$ cat src/rtl/mem_arbiter.sv
// Single-port RAM arbiter between instruction fetch and data access.
// Data wins over fetch; a stuck RAM is aborted after TIMEOUT wait cycles.
module mem_arbiter #(
    parameter int TIMEOUT = 15
) (
    input  logic        clk,
    input  logic        nRST,
    input  logic        imemREN,
    input  logic [31:0] imemaddr,
    input  logic        dmemREN,
    input  logic        dmemWEN,
    input  logic [31:0] dmemaddr,
    input  logic [31:0] dmemstore,
    output logic        ihit,
    output logic        dhit,
    output logic [31:0] imemload,
    output logic [31:0] dmemload,
    output logic        ram_ren,
    output logic        ram_wen,
    output logic [31:0] ram_addr,
    output logic [31:0] ram_store,
    input  logic [31:0] ram_load,
    input  logic        ram_ready,
    output logic        err
);

    localparam int CW = $clog2(TIMEOUT + 1);

    typedef enum logic [1:0] {
        IDLE = 2'd0,
        IACC = 2'd1,
        DACC = 2'd2
    } state_t;

    state_t        state, state_n;
    logic [31:0]   addr_q;
    logic [31:0]   store_q;
    logic          wr_q;
    logic [CW-1:0] cnt;

    logic dreq, ireq;
    logic grant_i, grant_d;
    logic done, abort;

    // A requester still seeing its own hit is presenting a stale request.
    assign dreq = (dmemREN | dmemWEN) & ~dhit;
    assign ireq = imemREN & ~ihit;

    always_ff @(posedge clk or negedge nRST) begin
        if (!nRST) state <= IDLE;
        else       state <= state_n;
    end

    always_comb begin
        state_n = state;
        grant_i = 1'b0;
        grant_d = 1'b0;
        done    = 1'b0;
        abort   = 1'b0;
        case (state)
            IDLE: begin
                if (dreq) begin
                    state_n = DACC;
                    grant_d = 1'b1;
                end else if (ireq) begin
                    state_n = IACC;
                    grant_i = 1'b1;
                end
            end
            IACC, DACC: begin
                if (ram_ready) begin
                    done    = 1'b1;
                    state_n = IDLE;
                end else if (cnt == CW'(TIMEOUT)) begin
                    abort   = 1'b1;
                    state_n = IDLE;
                end
            end
            default: state_n = IDLE;
        endcase
    end

    always_ff @(posedge clk or negedge nRST) begin
        if (!nRST) begin
            addr_q   <= '0;
            store_q  <= '0;
            wr_q     <= 1'b0;
            cnt      <= '0;
            ihit     <= 1'b0;
            dhit     <= 1'b0;
            imemload <= '0;
            dmemload <= '0;
            err      <= 1'b0;
        end else begin
            ihit <= done && (state == IACC);
            dhit <= done && (state == DACC);
            if (grant_d) begin
                addr_q  <= dmemaddr;
                store_q <= dmemstore;
                wr_q    <= dmemWEN;
                cnt     <= '0;
            end else if (grant_i) begin
                addr_q  <= imemaddr;
                store_q <= '0;
                wr_q    <= 1'b0;
                cnt     <= '0;
            end else if (state != IDLE && !done && !abort) begin
                cnt <= cnt + 1'b1;
            end
            if (done && state == IACC) imemload <= ram_load;
            if (done && state == DACC && !wr_q) dmemload <= ram_load;
            if (abort) err <= 1'b1;
        end
    end

    assign ram_ren   = (state == IACC) || (state == DACC && !wr_q);
    assign ram_wen   = (state == DACC) && wr_q;
    assign ram_addr  = (state == IDLE) ? '0 : addr_q;
    assign ram_store = (state == IDLE) ? '0 : store_q;

endmodule

$ cat config.mk
export PLATFORM = sky130hd
export DESIGN_NAME = mem_arbiter
export DESIGN_NICKNAME = d
export VERILOG_FILES = /design/src/rtl/mem_arbiter.sv
export SDC_FILE = /design/constraint.sdc
export NUM_CORES = 1
export LEC_CHECK = 0
export BUFFER_PORTS_ARGS = -buffer_cell sky130_fd_sc_hd__buf_2
export CORE_ASPECT_RATIO = 0.5
export CORE_MARGIN = 1
export CORE_UTILIZATION = 30
export DETAILED_ROUTE_END_ITERATION = 6
export PLACE_DENSITY = 0.66
export REMOVE_ABC_BUFFERS = 1
export SKIP_LAST_GASP = 1
export SLEW_MARGIN = 5
export SYNTH_ARGS = -nofsm -noshare
export SYNTH_HDL_FRONTEND = slang
export SYNTH_SLANG_ARGS = --single-unit
$ cat constraint.sdc
create_clock -name clk -period 1.8 [get_ports clk]
set_input_delay 0.36 -clock clk [delete_from_list [all_inputs] [get_ports clk]]
set_output_delay 0.36 -clock clk [all_outputs]
set_load 0.005 [all_outputs]
==> impl_metrics.env <==
export IMPL_status="finished, violations left"
export IMPL_violations="negative setup slack"
export IMPL_arrival_ps=1540
export IMPL_setup_tns_ps=-4540
export IMPL_totalWireLength_mm=15.7
export IMPL_grt_max_degree=60
export IMPL_ctsHtreeMaxLevel=4
export IMPL_required_ps=1440
export IMPL_setup_violations=64
export IMPL_p_leak_nw=4.33
export IMPL_worstSetupStartpointType="flop"
export IMPL_drc=0
export IMPL_synth_top_cell_area_share_pct=58.4
export IMPL_crit_path_end_kind="output pin"
export IMPL_grt_remaining_overflow=0
export IMPL_maxSlewViolCount=0
export IMPL_max_freq_mhz=527
export IMPL_fin_crit_ps=1900
export IMPL_ir_drop_v=0.000720
export IMPL_synth_common_cells="dfrtp_1, nor2b_1, mux2_2, and3_1, a22o_1"
export IMPL_drt_iter0_drc=183
export IMPL_ys_async_sr_fraction_pct=100
export IMPL_clkPwrFrac_pct=22.0
export IMPL_clock_sink_count=138
export IMPL_synth_edf_count=0
export IMPL_power_per_cell_area_nw_per_um2=1790
export IMPL_dr_total_vias=4680
export IMPL_setup_worst_path_class="reg -> out"
export IMPL_wl_per_cell_um=15.8
export IMPL_die_area_um2=20300
export IMPL_clk_path_buf_depth=2
export IMPL_syn_avg_cell_area_um2=13.2
export IMPL_pin_count=267
export IMPL_grt_pass1_vias=4836
export IMPL_pwr_share_seq_pct=35.3
export IMPL_initial_utilization_pct=31.4
export IMPL_synth_main_ff_cell="dfrtp_1"
export IMPL_finalCritPeriodShare_pct=105
export IMPL_area_delta_synth_final_pct=41.9
export IMPL_synthTopCellsByArea="dfrtp_1, mux2_2, nor2b_1"
export IMPL_viasPerCell=4.71
export IMPL_relSlewSlack_pct=75.8
export IMPL_power_frac_comb_pct=42.7
export IMPL_dr_pass1_iters=4
export IMPL_skew_ps=15.4
export IMPL_cp_max_fo=18
export IMPL_drive_gt1_share_pct=54.1
export IMPL_cts_tree="yes"
export IMPL_drv_cap=0
export IMPL_antenna_found_initial=1
export IMPL_die_h_um=101
export IMPL_ys_seq_elements=138
export IMPL_min_path_type="in -> reg"
export IMPL_nNetsFinal=859
export IMPL_clock_latency_ps=420
export IMPL_setup_slack_ps=-96.9
export IMPL_antennaDiodeCount=0
export IMPL_hold_viol=0
export IMPL_clock_root_buffer="clkbuf_16"
export IMPL_ys_warn_count=0
export IMPL_synth_area_mux_share_pct=12.5
export IMPL_p_switching_w=0.00494
export IMPL_p_sw_share_pct=32.8
export IMPL_synth_top_family_by_area="multiplexers"
export IMPL_yosys_area_share_xor_xnor_pct=0
export IMPL_grt_pass1_wl_mm=24.8
export IMPL_final_core_util_pct=44.5
export IMPL_p_int_w=0.0101
export IMPL_yosysUniqueCellTypes=37
export IMPL_io_buffers=266
export IMPL_ant_nets=0
export IMPL_die_x_um=200
export IMPL_yosysSeqAreaShare_pct=58.4
export IMPL_synthMostInstantiatedCell="dfrtp_1"
export IMPL_gp_congestion=0.770
export IMPL_netlist_instances=446
export IMPL_grtUsageTotal_pct=15.8
export IMPL_std_cell_rows=35
export IMPL_yosysTopAreaCell="dfrtp_1"
export IMPL_tightest_slew_ps=362
export IMPL_synthAdderAreaFrac_pct=0.847
export IMPL_numCtsBuffers=17
export IMPL_synth_simple_gate_area_share_pct=12.3
export IMPL_rsz0062_at_grt="yes"
export IMPL_cts_clk_slew_worst_paths_ps=60
export IMPL_synth_compound_area_share_pct=12.5
export IMPL_syn_area_um2=5910
export IMPL_dpl_hpwl_mm=10.6
export IMPL_core_area_um2=18800
==> state kept, by name, summed over array words and instances, names as in the netlist <==
register / cells
err: 1
store_q: 32
dhit: 1
state: 2
wr_q: 1
addr_q: 32
imemload: 32
cnt: 4
dmemload: 32
ihit: 1
==> per-stage QoR <==
stage                     hold WS (ps)  cells  setup slack (ps)  instance area, um^2  total power [W]
after floorplan                   64.4    413             -2000                 5730          0.00849
after global placement             279    952               121                 7650           0.0111
after detailed placement           287    952              61.6                 7650           0.0113
after CTS                          134    995              -174                 8410           0.0153
after global routing               130    993              -179                 8380           0.0161
final                              152    993             -96.9                 8380           0.0150
==> worst paths after layout <==
check | from | end | slack, ps | cells after the start
min in group asynchronous | nRST | imemload[28]$_DFFE_PN0P_ | 390 | 2
max in group asynchronous | nRST | store_q[16]$_DFFE_PN0P_ | 740 | 3
worst min register to register | err$_DFFE_PN0P_ | err$_DFFE_PN0P_ | 460 | 1
worst min-delay path | ram_load[21] | dmemload[21]$_DFFE_PN0P_ | 150 | 2
worst max register to register | state[0]$_DFFE_PN0P_ | addr_q[16]$_DFFE_PN0P_ | 40 | 6
worst max-delay path | state[0]$_DFFE_PN0P_ | ram_addr[9] | -100 | 5
==> logic make-up after synthesis <==
group,Yosys count
AOI/OAI and AO/OA,82
adders and majority gates,4
buffers and inverters,39
DFF,138
muxes,66
and+or+nand+nor,117
==> cells in the final DEF (no fill, tap or decap), types with 4 or more instances in the layout <==
cell,netlist,routed
buf_2,12,265
dfrtp_1,138,138
mux2_2,62,62
nor2b_1,65,61
and3_1,34,34
a22o_1,33,33
a221o_1,32,32
clkbuf_16,0,17
buf_12,0,14
buf_4,0,7
clkinvlp_4,0,4
inv_6,0,4
==> worst max-delay path, stage by stage (launching register included) <==
cell	delay, ps
dfrtp_1	390
inv_2	90
ha_4	250
buf_12	180
nor2b_1	70
buf_2	120
==> per-layer routing <==
metal	wire, um	share of wire [%]	track usage, %
met1	6600	42	18.6
met2	7870	50	26.5
met3	870	5.6	6.08
met4	304	1.9	5.99
met5	8	0.051	0
==> area by class of cell <==
type | instances | area (um^2)
fill | 1775 | 10400
multi-input combinational | 269 | 2310
sequential | 138 | 3450
inverter | 6 | 22.5
clock inverter | 13 | 119
clock buffer | 19 | 443
tap | 259 | 324
timing repair buffer | 289 | 1710
==> power by group through the flow <==
stage          combinational, W  sequential (W)  clock [W]
6_report                0.00641         0.00531    0.00331
5_1_grt                 0.00703         0.00550    0.00357
4_1_cts                 0.00662         0.00530    0.00342
3_5_place_dp            0.00598         0.00532          0
3_3_place_gp            0.00584         0.00528          0
2_1_floorplan           0.00321         0.00528          0
==> what timing repair did <==
| item | 4_1_cts | 5_1_grt |
|---|---|---|
| endpoints found under the setup margin | 64 | 77 |
| hold buffers | 1 | 0 |
| endpoints found under the hold margin | 35 | 0 |
| gates resized for setup | 9 | 6 |
| pin swaps | 1 | 3 |
| cloned | 3 | 0 |
| buffers inserted | 7 | 1 |
Note: power is estimated with default switching activity, not from simulation.
